==> src/rtl/bram_stream_reader_pkg.sv <==
// Shared definitions for the BRAM burst stream reader: FSM state encoding
// and output buffer depth.
package bram_stream_reader_pkg;

    localparam int READER_FIFO_DEPTH = 4;

    typedef enum logic [1:0] {
        IDLE  = 2'd0,
        RUN   = 2'd1,
        DRAIN = 2'd2
    } reader_state_e;

endpackage : bram_stream_reader_pkg

==> src/rtl/bram_stream_reader_fifo.sv <==
// Small synchronous FIFO with first-word-fall-through head and an occupancy count.
module sync_fifo
    import bram_stream_reader_pkg::*;
#(
    parameter  int DEPTH = READER_FIFO_DEPTH,
    parameter  int WIDTH = 8,
    localparam int PTR_W = (DEPTH > 1) ? $clog2(DEPTH) : 1,
    localparam int CNT_W = $clog2(DEPTH + 1)
) (
    input  logic             clk,
    input  logic             rst_n,
    input  logic             i_push,
    input  logic [WIDTH-1:0] i_wdata,
    input  logic             i_pop,
    output logic [WIDTH-1:0] o_rdata,
    output logic [CNT_W-1:0] o_count,
    output logic             o_empty
);

    logic [WIDTH-1:0] r_mem [DEPTH];
    logic [PTR_W-1:0] r_wr_ptr;
    logic [PTR_W-1:0] r_rd_ptr;
    logic [CNT_W-1:0] r_count;
    logic             w_full;
    logic             w_do_push;
    logic             w_do_pop;

    function automatic logic [PTR_W-1:0] next_ptr(input logic [PTR_W-1:0] ptr);
        return (ptr == PTR_W'(DEPTH - 1)) ? '0 : ptr + PTR_W'(1);
    endfunction

    assign o_empty   = (r_count == '0);
    assign w_full    = (r_count == CNT_W'(DEPTH));
    assign w_do_pop  = i_pop && !o_empty;
    assign w_do_push = i_push && (!w_full || w_do_pop);
    assign o_count   = r_count;

    // NOTE: sequential state uses non-blocking (<=) so every flop samples pre-edge values.
    always_ff @(posedge clk or negedge rst_n) begin
        if (!rst_n) begin
            r_wr_ptr <= '0;
            r_rd_ptr <= '0;
            r_count  <= '0;
        end else begin
            if (w_do_push) r_wr_ptr <= next_ptr(r_wr_ptr);
            if (w_do_pop)  r_rd_ptr <= next_ptr(r_rd_ptr);
            case ({w_do_push, w_do_pop})
                2'b10:   r_count <= r_count + CNT_W'(1);
                2'b01:   r_count <= r_count - CNT_W'(1);
                default: r_count <= r_count;
            endcase
        end
    end

    // NOTE: storage is deliberately left out of reset; the empty mask below keeps stale words invisible.
    always_ff @(posedge clk) begin
        if (w_do_push) r_mem[r_wr_ptr] <= i_wdata;
    end

    assign o_rdata = o_empty ? '0 : r_mem[r_rd_ptr];

endmodule : sync_fifo

==> src/rtl/bram_stream_reader.sv <==
// Streams a burst of words from a 1-cycle-latency BRAM read port into a
// valid/ready output, issuing reads only when the output buffer has room.
module bram_stream_reader
    import bram_stream_reader_pkg::*;
#(
    parameter int ADDR_WIDTH = 4,
    parameter int DATA_WIDTH = 8
) (
    input  logic                  clk,
    input  logic                  rst_n,
    input  logic                  start,
    input  logic [ADDR_WIDTH-1:0] base_addr,
    input  logic [ADDR_WIDTH:0]   length,
    output logic [ADDR_WIDTH-1:0] rd_addr,
    input  logic [DATA_WIDTH-1:0] rd_data,
    output logic                  out_valid,
    input  logic                  out_ready,
    output logic [DATA_WIDTH-1:0] out_data,
    output logic                  busy,
    output logic                  done
);

    localparam int CNT_W = $clog2(READER_FIFO_DEPTH + 1);

    reader_state_e         r_state;
    reader_state_e         w_next_state;
    logic [ADDR_WIDTH-1:0] r_addr;
    logic [ADDR_WIDTH:0]   r_remaining;
    logic                  r_pending;
    logic                  r_zero_done;

    logic [CNT_W-1:0]      w_fifo_count;
    logic                  w_fifo_empty;
    logic [CNT_W:0]        w_inflight;
    logic                  w_accept;
    logic                  w_issue;
    logic                  w_pop;
    logic                  w_drained;

    // Credit: words buffered plus the read still in the BRAM pipe must leave a free slot.
    assign w_accept   = (r_state == IDLE) && start;
    assign w_inflight = {1'b0, w_fifo_count} + (CNT_W + 1)'(r_pending);
    assign w_issue    = (r_state == RUN) && (r_remaining != '0)
                        && (w_inflight < (CNT_W + 1)'(READER_FIFO_DEPTH));
    assign w_drained  = (r_state == DRAIN) && w_fifo_empty && !r_pending;
    assign w_pop      = !w_fifo_empty && out_ready;

    // NOTE: default assignment first so no path through always_comb infers a latch.
    always_comb begin
        w_next_state = r_state;
        case (r_state)
            IDLE:    if (start && (length != '0)) w_next_state = RUN;
            RUN:     if (w_issue && (r_remaining == (ADDR_WIDTH + 1)'(1))) w_next_state = DRAIN;
            DRAIN:   if (w_drained) w_next_state = IDLE;
            default: w_next_state = IDLE;
        endcase
    end

    always_ff @(posedge clk or negedge rst_n) begin
        if (!rst_n) r_state <= IDLE;
        else        r_state <= w_next_state;
    end

    always_ff @(posedge clk or negedge rst_n) begin
        if (!rst_n) begin
            r_addr      <= '0;
            r_remaining <= '0;
            r_pending   <= 1'b0;
            r_zero_done <= 1'b0;
        end else begin
            r_pending   <= w_issue;
            r_zero_done <= w_accept && (length == '0);
            if (w_accept && (length != '0)) begin
                r_addr      <= base_addr;
                r_remaining <= length;
            end else if (w_issue) begin
                r_addr      <= r_addr + ADDR_WIDTH'(1);
                r_remaining <= r_remaining - (ADDR_WIDTH + 1)'(1);
            end
        end
    end

    // The BRAM word for a read issued last cycle is present on rd_data now.
    sync_fifo #(
        .DEPTH (READER_FIFO_DEPTH),
        .WIDTH (DATA_WIDTH)
    ) u_out_fifo (
        .clk     (clk),
        .rst_n   (rst_n),
        .i_push  (r_pending),
        .i_wdata (rd_data),
        .i_pop   (w_pop),
        .o_rdata (out_data),
        .o_count (w_fifo_count),
        .o_empty (w_fifo_empty)
    );

    assign rd_addr   = r_addr;
    assign out_valid = !w_fifo_empty;
    assign busy      = (r_state != IDLE);
    assign done      = r_zero_done || w_drained;

endmodule : bram_stream_reader
==> config.mk <==
export PLATFORM = sky130hd
export DESIGN_NAME = bram_stream_reader
export DESIGN_NICKNAME = d
export VERILOG_FILES = /design/src/rtl/bram_stream_reader_pkg.sv /design/src/rtl/bram_stream_reader_fifo.sv /design/src/rtl/bram_stream_reader.sv
export SDC_FILE = /design/constraint.sdc
export NUM_CORES = 1
export LEC_CHECK = 0
export CAP_MARGIN = 30
export CORE_MARGIN = 1
export CORE_UTILIZATION = 53
export CTS_CLUSTER_DIAMETER = 60
export CTS_CLUSTER_SIZE = 24
export DETAILED_ROUTE_END_ITERATION = 12
export PLACE_DENSITY = 0.86
export SYNTH_ARGS = -nofsm -noshare
export SYNTH_HDL_FRONTEND = slang
export SYNTH_SLANG_ARGS = --single-unit
==> constraint.sdc <==
create_clock -name clk -period 2.9 [get_ports clk]
set_clock_uncertainty 0.05 [all_clocks]
set_input_delay 0.58 -clock clk [delete_from_list [all_inputs] [get_ports clk]]
set_output_delay 0.58 -clock clk [all_outputs]
set_load 0.005 [all_outputs]
# Yosys cells after proc, flatten, opt, wreduce, memory -nomap -nowiden
# Memories as Yosys holds them, arrays and structs flattened.
# Index checks and enable logic that the tools add are counted.
totals:
  reg_bits: 20
  ramBits: 32
  inputBits: 21
  output_inout_bits: 15
  wordCells: 68
  memories: 1
memory_table:
  columns: ["name", "depth", "word_bits", "rd", "rd_clocked_by_memory_dff", "write_ports", "line", "text"]
  rows:
  - ["u_out_fifo.r_mem", 4, 8, 1, 0, 1, "bram_stream_reader_fifo.sv:20", "logic [WIDTH-1:0] r_mem [DEPTH];"]
op_classes:
  n_addsub: 7
  order_cmp: 1
  eq_ne: 11
  mux: 14
  n_reduce_logical: 26
ops:
  columns: ["cell", "n"]
  rows:
  - ["1-bit logical AND", 12]
  - ["2-bit two-way mux", 5]
  - ["5-bit two-way mux", 2]
  - ["5-bit nonzero test", 2]
  - ["2-bit == test, second input constant", 4]
  - ["4-bit two-way mux", 2]
  - ["8-bit two-way mux", 1]
  - ["2-bit case mux with 3 select lines", 1]
  - ["3-bit case mux with 2 select lines", 1]
  - ["2-bit nonzero test", 3]
  - ["5-bit by 1-bit == test with 1-bit output, second input constant", 1]
  - ["5-bit logical NOT", 1]
  - ["5-bit by 1-bit subtractor with 5-bit output, second input constant", 1]
  - ["2-bit by 1-bit adder with 2-bit output, second input constant", 2]
  - ["3-bit by 1-bit adder with 4-bit output", 1]
  - ["4-bit by 1-bit adder with 4-bit output, second input constant", 1]
  - ["2-bit by 1-bit == test with 1-bit output, second input constant", 2]
  - ["4-bit by 3-bit < comparator with 1-bit output, second input constant", 1]
  - ["2-bit by 1-bit != test with 1-bit output, second input constant", 2]
  - ["3-bit by 1-bit adder with 3-bit output, second input constant", 1]
  - ["3-bit == test, second input constant", 1]
  - ["1-bit logical NOT", 3]
  - ["3-bit logical NOT", 1]
  - ["3-bit AND reduction", 1]
  - ["other kinds (5)", 7]

# Depth between registers and ports, before layout
# Gate-level depths: netlist (run 1).
logic_depth:
  depth_word: 8
  ltp_mapped: 9
  mapped_depth_nobuf: 9

# Modules after synthesis
# From an unflattened synthesis (run 1), not the netlist that was laid out.
unflattened:
  hier_cells: 176
  hier_area_um2: 2446.1
modules_own_cells:
  columns: ["module", "n_inst", "cells_per_inst", "area_per_inst_um2", "seq_area_each_um2"]
  rows:
  - ["sync_fifo", 1, 102, 1724.2, 1136.1]
  - ["bram_stream_reader", 1, 74, 721.9, 325.3]

# Worst setup path after synthesis (run 1)
# No wires, ideal clock.
synth_timing:
  path_type: "input -> register"
  from: "input port out_ready"
  to: "register u_out_fifo.r_count[2] (netlist: u_out_fifo.o_count[2])"
  setup_time_ps: 80
  arrival_ps: 1975
  t_required_ps: 2770
  slack_ps: 795
  cell_stages: 8
  path_buffers: 0
  cell_sequence: "o41a_1 > inv_1 > ha_1 > inv_1 > fa_1 > xor2_1 > nor2_1 > xnor2_1"
synth_via:
  elab_chain_cells: 6
  elab_cells_between_ends: 8
  classes_between: "2 x eq/ne; 1 x mux; 5 x reduce/logical"
synth_lines:
  columns: ["element", "line", "text"]
  rows:
  - ["start, declared", "bram_stream_reader.sv:17", "input logic out_ready,"]
  - ["1-bit logical AND *", "bram_stream_reader.sv:46", "assign w_pop = !w_fifo_empty && out_ready;"]
  - ["1-bit logical AND *", "bram_stream_reader_fifo.sv:34", "assign w_do_pop = i_pop && !o_empty;"]
  - ["1-bit logical OR", "bram_stream_reader_fifo.sv:35", "assign w_do_push = i_push && (!w_full || w_do_pop);"]
  - ["1-bit logical AND", "bram_stream_reader_fifo.sv:35", null]
  - ["2-bit by 1-bit == test with 1-bit output / 2-bit == test (equally long branches)", "bram_stream_reader_fifo.sv:47", "case ({w_do_push, w_do_pop})"]
  - ["3-bit case mux with 2 select lines / 2-bit nonzero test (equally long branches)", null, null]
  - ["end signal, assigned", "bram_stream_reader_fifo.sv:48", "2'b10: r_count <= r_count + CNT_W'(1);"]
  - ["end signal, assigned", "bram_stream_reader_fifo.sv:49", "2'b01: r_count <= r_count - CNT_W'(1);"]
  - ["end signal, assigned", "bram_stream_reader_fifo.sv:50", "default: r_count <= r_count;"]
  - ["end, declared", "bram_stream_reader_fifo.sv:23", "logic [CNT_W-1:0] r_count;"]
# Every way passes the cells marked *; elsewhere a longest branch is shown, timed or not.
# A chain may end at the register's enable or synchronous reset.

# Worst setup path after layout (run 1)
layout_timing:
  from: "register u_out_fifo.r_rd_ptr[0]"
  to: "output port out_data[7]"
layout_via:
  elab_chain_cells: 2
layout_lines:
  columns: ["element", "line", "text"]
  rows:
  - ["start, declared", "bram_stream_reader_fifo.sv:22", "logic [PTR_W-1:0] r_rd_ptr;"]
  - ["start signal, assigned", "bram_stream_reader_fifo.sv:46", "if (w_do_pop) r_rd_ptr <= next_ptr(r_rd_ptr);"]
  - ["memory read 4 x 8 bit", null, null]
  - ["8-bit two-way mux", "bram_stream_reader_fifo.sv:60", "assign o_rdata = o_empty ? '0 : r_mem[r_rd_ptr];"]
  - ["end, declared", "bram_stream_reader.sv:18", "output logic [DATA_WIDTH-1:0] out_data,"]
# Every way passes these cells.

==> summary.txt, run 1 <==
Synth
  – Synthesized area: 2410 µm²
  – Most frequently used flop master after synthesis: edfxtp_1
  – Yosys warns: 0
  – Synth cell types: between 40 and 50
  – Avg Cell Area, Syn: 14.34 µm²
  – Mapped Nets: 200
  – Synth Register Bits: between 50 and 60
  – Async SR Flop Fraction: 0.3846
  – Cells after Synth: 168
  – Number of flops mapped to enable cells by yosys: 32
  – Seq/Total Area, Yosys: 0.6064

Worst setup path
  – Critical path class: flop to output pin
  – CP max FO: 11
  – Required @ worst endpoint: 2.27 ns
  – Startpoint Class: flop
  – CP Data Arrival Time: 2.01 ns
  – CP Capture Type: output pin

Timing
  – Setup violators final: 0
  – F_max: 379.4 MHz
  – Slew Limit Headroom: 0.7014
  – Worst Max-Slew Pin Slew: about 0.45 ns
  – Crit share post-route: 0.9088
  – Max Slew Vio Count: 0
  – RSZ-0062 raised after global routing: no
  – Worst Slack Setup Final: ~0.26 ns
  – Fin. Hold Viols: 0
  – Worst hold margin: roughly 0.51 ns
  – Final setup TNS: 0 ns
  – Period minus WS final: 2.636 ns

Place
  – Placed cell count: 255
  – Dpl hpwl: 3.237 mm
  – IO Port Bufs: 35
  – Final GP Congestion: roughly 0.75
  – Worst slack, placed: 0.2068 ns

Worst hold path
  – Hold crit path type: flop to flop

Clock network
  – Worst-Skew Late Latency: 0.30 ns
  – CTS tree: built
  – Clock transition at path regs: about 0.08 ns
  – H-tree Lvls: 2
  – Post-cts sizing count: 0
  – CTS Root Cell: clkbuf_8
  – Longest Clk Path Bufs: 2
  – Num CTS Buffers: 5
  – Hold buffer count at cts: 0
  – Post-CTS setup-driven buffer insertion count: 0
  – Num Clock Sinks: 52

Cells and area
  – Post-route insts no fill: 263
  – Fin nets: ~240
  – N_diodes: 0
  – Layout cells sized above 1: 0.1517
  – P&R area growth vs syn: 22.12%

Drt
  – Total Wirelength: between 4 and 5 mm
  – Iter 0 DRT Violations: about 120
  – Drt wl/cell: 16.78 µm
  – Final ANT Viol Nets: 0
  – Via/cell ratio: 5.677
  – DRC Markers: 0
  – Drt first pass iters: 5
  – Via count: 1493

Global routing
  – Number of global-route vias before repair: about 1500
  – Gr usage total: 0.1978
  – Largest net degree at the start of global routing: 21
  – GR Overflow Total: 0
  – Antenna violations before repair: 0
  – Global-route wire length before repair: about 7.2 mm

Power
  – P_leak: 1.145 nW
  – Pwr dens: ~1000 nW/µm²
  – Worst vdd ir: roughly 0.56 mV

Die
  – Die Y: 69.43 µm
  – DIE AREA: 4821 µm²
  – FP Rows: 24
  – Area of the core: 4354 µm²
  – Die width: ~70 µm
  – Starting Density: 0.5534
  – I/O pins: 36

Status
  – Status: complete, no violations

Flow run
  – Max-cap violation count: 0
==> metal layers <==
layer	up-vias	part of all wire	track usage
met2	33	0.50	0.3172
met4	0	0.013	0.07710
met5	-	0	0
li1	704	-	-
met1	751	0.45	0.2676
met3	5	0.032	0.03924
==> report_power, final <==
part	switching (mW)	internal, mW
sequential	0.177	1.02
clock	0.227	0.256
combinational	0.588	0.712
total	0.992	1.99
==> state kept, by name, summed over array words and instances (netlist names) <==
signal and cells:
u_out_fifo.r_mem 32, r_remaining 5, rd_addr 4, u_out_fifo.o_count 3
r_state 2, u_out_fifo.r_rd_ptr 2, u_out_fifo.r_wr_ptr 2, r_pending 1
r_zero_done 1
==> cell families (layout without fill, tap and decap cells) <==
kind of cell | count (synthesis) | in the layout | synth area share
AND/OR/NAND/NOR | 54 | 54 | 0.1350
AO/OA/AOI/OAI | 18 | 18 | 0.06594
multiplexers | 10 | 10 | 0.08359
XOR/XNOR | 5 | 5 | 0.01818
adder cells (fa/ha/maj) | 11 | 11 | 0.06023
buffers and inverters | 18 | 61 | 0.03063
flip-flops | 52 | 52 | 0.6064
==> placed cells by master, fill, tap and decap left out, types with 3 or more instances in the layout <==
cell type	Yosys	final
clkdlybuf4s50_1	0	35
edfxtp_1	32	32
dfrtp_1	20	20
inv_1	13	13
nor2_1	13	13
and2_1	12	12
ha_1	10	10
nand2_1	9	9
mux4_2	8	8
nor3_1	5	5
clkbuf_8	0	5
xnor2_1	3	3
a221o_1	3	3
buf_4	0	3
==> worst max-delay path, stage by stage (launching register included) <==
cell	delay [ns]
dfrtp_1	0.33
buf_4	0.23
mux4_2	0.52
and2_1	0.18
clkdlybuf4s50_1	0.44
==> worst paths after layout <==
kind                                        start                    end  slack [ns]  cells after the start
min in group asynchronous                   rst_n  u_out_fifo.o_count[0]        0.55                      2
hold / removal                     r_remaining[1]         r_remaining[1]        0.51                      1
setup / recovery           u_out_fifo.r_rd_ptr[0]            out_data[7]        0.26                      4
setup reg to reg            u_out_fifo.o_count[0]  u_out_fifo.o_count[2]        0.63                     10
hold reg to reg                    r_remaining[1]         r_remaining[1]        0.51                      1
max in group asynchronous                   rst_n             rd_addr[1]        2.03                      2
==> synthesized netlist by cell type (2+ instances only) <==
cell type	number	area [µm²]
edfxtp_1	32	960.9
dfrtp_1	20	500.5
inv_1	13	48.80
nor2_1	13	48.80
and2_1	12	75.07
ha_1	10	125.1
nand2_1	9	33.78
mux4_2	8	180.2
nor3_1	5	25.02
a221o_1	3	30.03
xnor2_1	3	26.28
a31oi_1	2	12.51
clkbuf_1	2	7.510
nand3_1	2	10.01
nand4_1	2	12.51
o21ai_0	2	10.01
or3_1	2	12.51
xor2_1	2	17.52
==> per-stage QoR <==
step	area [µm²]	total power, mW	util
6_report	2943	2.983	0.6759
5_1_grt	2943	3.167	0.6759
4_1_cts	2943	3.004	0.6759
3_5_place_dp	2835	2.520	0.6511
3_3_place_gp	2835	2.446	0.6511
2_1_floorplan	2410	1.992	-
==> layout make-up <==
type | instances | area, µm²
clock buffers | 6 | 72.57
clock inverters | 2 | 35.03
fillers | 294 | 1411
inverters | 15 | 61.31
multi-input cells | 98 | 874.6
flip-flops and latches | 52 | 1461
well taps | 52 | 65.06
repair buffers | 38 | 372.9
Note: power is estimated with default switching activity, not from simulation.
==> inputs of run 2 (changes only) <==
--- a/config.mk
+++ b/config.mk
@@ -7,11 +7,11 @@
 export LEC_CHECK = 0
 export CAP_MARGIN = 30
 export CORE_MARGIN = 1
-export CORE_UTILIZATION = 53
+export CORE_UTILIZATION = 50
 export CTS_CLUSTER_DIAMETER = 60
 export CTS_CLUSTER_SIZE = 24
 export DETAILED_ROUTE_END_ITERATION = 12
-export PLACE_DENSITY = 0.86
+export PLACE_DENSITY = 0.83
 export SYNTH_ARGS = -nofsm -noshare
 export SYNTH_HDL_FRONTEND = slang
 export SYNTH_SLANG_ARGS = --single-unit
==> summary.txt, run 2 (synthesized netlist as in run 1, its figures left out) <==
Worst setup path
  – Required @ worst endpoint: 2.27 ns (about the same)
  – CP max stage cell: clkdlybuf4s50_1
  – Family with the most delay on the worst path: simple AND/OR/NAND/NOR gates
  – WP buf/inv: 1 (-1)
  – Critical-path cell list: or3_4, nor2_1, a31o_2, clkdlybuf4s50_1
  – Worst path max stage delay: 0.49 ns (-0.03 ns)
  – CP Capture Type: output pin
  – FF-to-FF path depth: 8 (-2)
  – Startpoint Class: flop
  – CP Data Arrival Time: 2.02 ns (about the same)
  – WP depth: 4 (unchanged)
  – CP max FO: 11 (unchanged)
  – Critical path class: flop to output pin

Timing
  – Slew Limit Headroom: 0.7056 (+0.004131)
  – Setup violators final: 0 (unchanged)
  – Period minus WS final: 2.653 ns (+0.01761 ns)
  – Final setup TNS: 0 ns (unchanged)
  – Crit share post-route: 0.9149 (+0.006071)
  – F_max: 376.9 MHz (-0.66%)
  – Max Slew Vio Count: 0 (unchanged)
  – RSZ-0062 raised after global routing: no
  – Worst Max-Slew Pin Slew: 0.4417 ns (-0.006197 ns)
  – Fin. Hold Viols: 0 (unchanged)

Clock network
  – CTS Root Cell: clkbuf_8
  – Post-CTS setup-driven buffer insertion count: 0 (unchanged)
  – Clock transition at path regs: 0.09 ns (about the same)
  – CTS tree: built
  – Num CTS Buffers: 5 (unchanged)
  – Longest Clk Path Bufs: 2 (unchanged)
  – Num Clock Sinks: 52 (unchanged)
  – H-tree Lvls: 2 (unchanged)
  – Worst-Skew Late Latency: 0.30 ns (about the same)

Die
  – Starting Density: 0.5350 (-0.01845)
  – DIE AREA: 5102 µm² (+5.8%)
  – Die width: 71.43 µm (+2.9%)
  – I/O pins: 36 (unchanged)
  – Die Y: 71.43 µm (+2.9%)
  – Area of the core: 4504 µm² (+3.4%)
  – FP Rows: 24 (unchanged)

Place
  – Dpl hpwl: 3.092 mm (-4.5%)
  – Placed cell count: 254 (-0.39%)
  – IO Port Bufs: 35 (unchanged)
  – Final GP Congestion: 0.8073 (+7.3%)

Drt
  – Total Wirelength: 4.236 mm (-4.0%)
  – Via/cell ratio: 5.640 (-0.65%)
  – Via count: 1472 (-1.4%)
  – DRC Markers: 0 (unchanged)
  – Drt first pass iters: 4 (-1)
  – Iter 0 DRT Violations: 109 (-6.8%)
  – Drt wl/cell: 16.23 µm (-3.3%)
  – Final ANT Viol Nets: 0 (unchanged)

Cells and area
  – P&R area growth vs syn: 20.77%
  – Max FFs per register: 32 (unchanged)
  – Post-route insts no fill: 261 (-0.76%)
  – Layout cells sized above 1: 0.1483 (-0.003333)
  – Multi-input gate area: 879.6 µm² (+0.57%)
  – Most common cell after layout, fill and taps aside: clkdlybuf4s50_1
  – Sequential cell area: 1461 µm² (unchanged)
  – N_diodes: 0 (unchanged)
  – Commonest cells after routing, fill and taps aside: clkdlybuf4s50_1 (35), edfxtp_1 (32), dfrtp_1 (20)
  – Final-layout fill cell count: 334 (+14%)
  – Biggest register: u_out_fifo.r_mem
  – Fin nets: 241 (-0.41%)

Global routing
  – Antenna violations before repair: 0 (unchanged)
  – GR Overflow Total: 0 (unchanged)
  – Met2 Usage GRT: 0.2942 (-0.02297)
  – Gr usage total: 0.1875 (-0.01029)
  – GR peak layer: met2
  – Largest net degree at the start of global routing: 21 (unchanged)
  – Number of global-route vias before repair: 1441 (-5.5%)
  – Global-route wire length before repair: 6.989 mm (-3.4%)
  – M1 GR Usage: 0.2457 (-0.02194)
  – GR Util met3: 0.04360 (+0.004356)

Power
  – P_leak: 1.128 nW (-1.5%)
  – Part of the power in the clock network: 0.134 (-0.028)
  – Internal Power: 1.896 mW (-4.8%)
  – Pwr dens: 980.5 nW/µm² (-3.3%)
  – Reg power frac: 0.420 (+0.018)
  – Logic pwr share: 0.446 (+0.010)
  – Net Switching: 0.9580 mW (-3.4%)
  – Worst vdd ir: 0.6273 mV (+12%)
  – Sw Share: 0.3357 (+0.003182)

Worst hold path
  – Hold crit path type: flop to flop
  – Hold Crit Depth: 1 (unchanged)

Flow run
  – Max-cap violation count: 0 (unchanged)

Status
  – Status: complete, no violations
## run 2: changes by cell type in the layout (fill, tap and decap cells not counted)
cell       previous run  this run
or3_1                 2         1
bufinv_16             1         0
buf_4                 3         2
or3_4                 0         1
## run 2: path summary, 6_finish.rpt
| path | end | slack [ns] | start |
|---|---|---|---|
| setup / recovery | done | 0.25 | u_out_fifo.o_count[0] |
| hold / removal | rd_addr[3] | 0.50 | rd_addr[3] |
| setup reg to reg | u_out_fifo.o_count[2] | 0.72 | u_out_fifo.o_count[0] |
| hold reg to reg | rd_addr[3] | 0.50 | rd_addr[3] |
| max in group asynchronous | r_remaining[0] | 2.03 | rst_n |
| min in group asynchronous | r_state[0] | 0.56 | rst_n |
## run 2: power groups by stage
stage                     sequential, mW  combinational [mW]  clock [mW]
after detailed placement            1.21                1.28           0
after floorplan                     1.15               0.842           0
after CTS                           1.20                1.28       0.395
after global placement              1.20                1.24           0
after global routing                1.22                1.40       0.420
final                               1.20                1.27       0.381
## run 2: timing repair
action	4_1_cts	5_1_grt
endpoints found under the hold margin	0	0
hold buffers	0	0
gates resized for setup	0	1
endpoints found under the setup margin	0	1
## run 2: layout make-up
class | instances | area share
clock buffers | 6 | 0.02494
well taps | 52 | 0.02236
repair buffers | 37 | 0.1255
multi-input cells | 98 | 0.3022
flip-flops and latches | 52 | 0.5021
inverters | 15 | 0.02107
clock inverters | 1 | 0.001720
## run 2: metrics by stage
step             util  area, µm²  setup WS [ns]  power (mW)  hold slack (ns)
5_1_grt        0.6461       2910         0.1335       3.043           0.5124
4_1_cts        0.6450       2905        0.08383       2.876           0.5035
6_report       0.6461       2910         0.2468       2.854           0.4977
3_5_place_dp   0.6278       2828         0.2010       2.490           0.4789
3_3_place_gp   0.6278       2828         0.2951       2.439           0.4673
2_1_floorplan       -       2410         0.7949       1.992           0.2344
## run 2: layer usage
| metal | vias up | part of all wire |
|---|---|---|
| met5 | - | 0 |
| met4 | 0 | 0.020 |
| met3 | 8 | 0.034 |
| met2 | 28 | 0.50 |
| met1 | 738 | 0.45 |
| li1 | 698 | - |
==> inputs of run 3 (changes only) <==
--- a/config.mk
+++ b/config.mk
@@ -5,7 +5,6 @@
 export SDC_FILE = /design/constraint.sdc
 export NUM_CORES = 1
 export LEC_CHECK = 0
-export CAP_MARGIN = 30
 export CORE_MARGIN = 1
 export CORE_UTILIZATION = 50
 export CTS_CLUSTER_DIAMETER = 60
==> results of run 3 <==
Same layout as run 2: the final DEF is identical, and so are final timing and power.
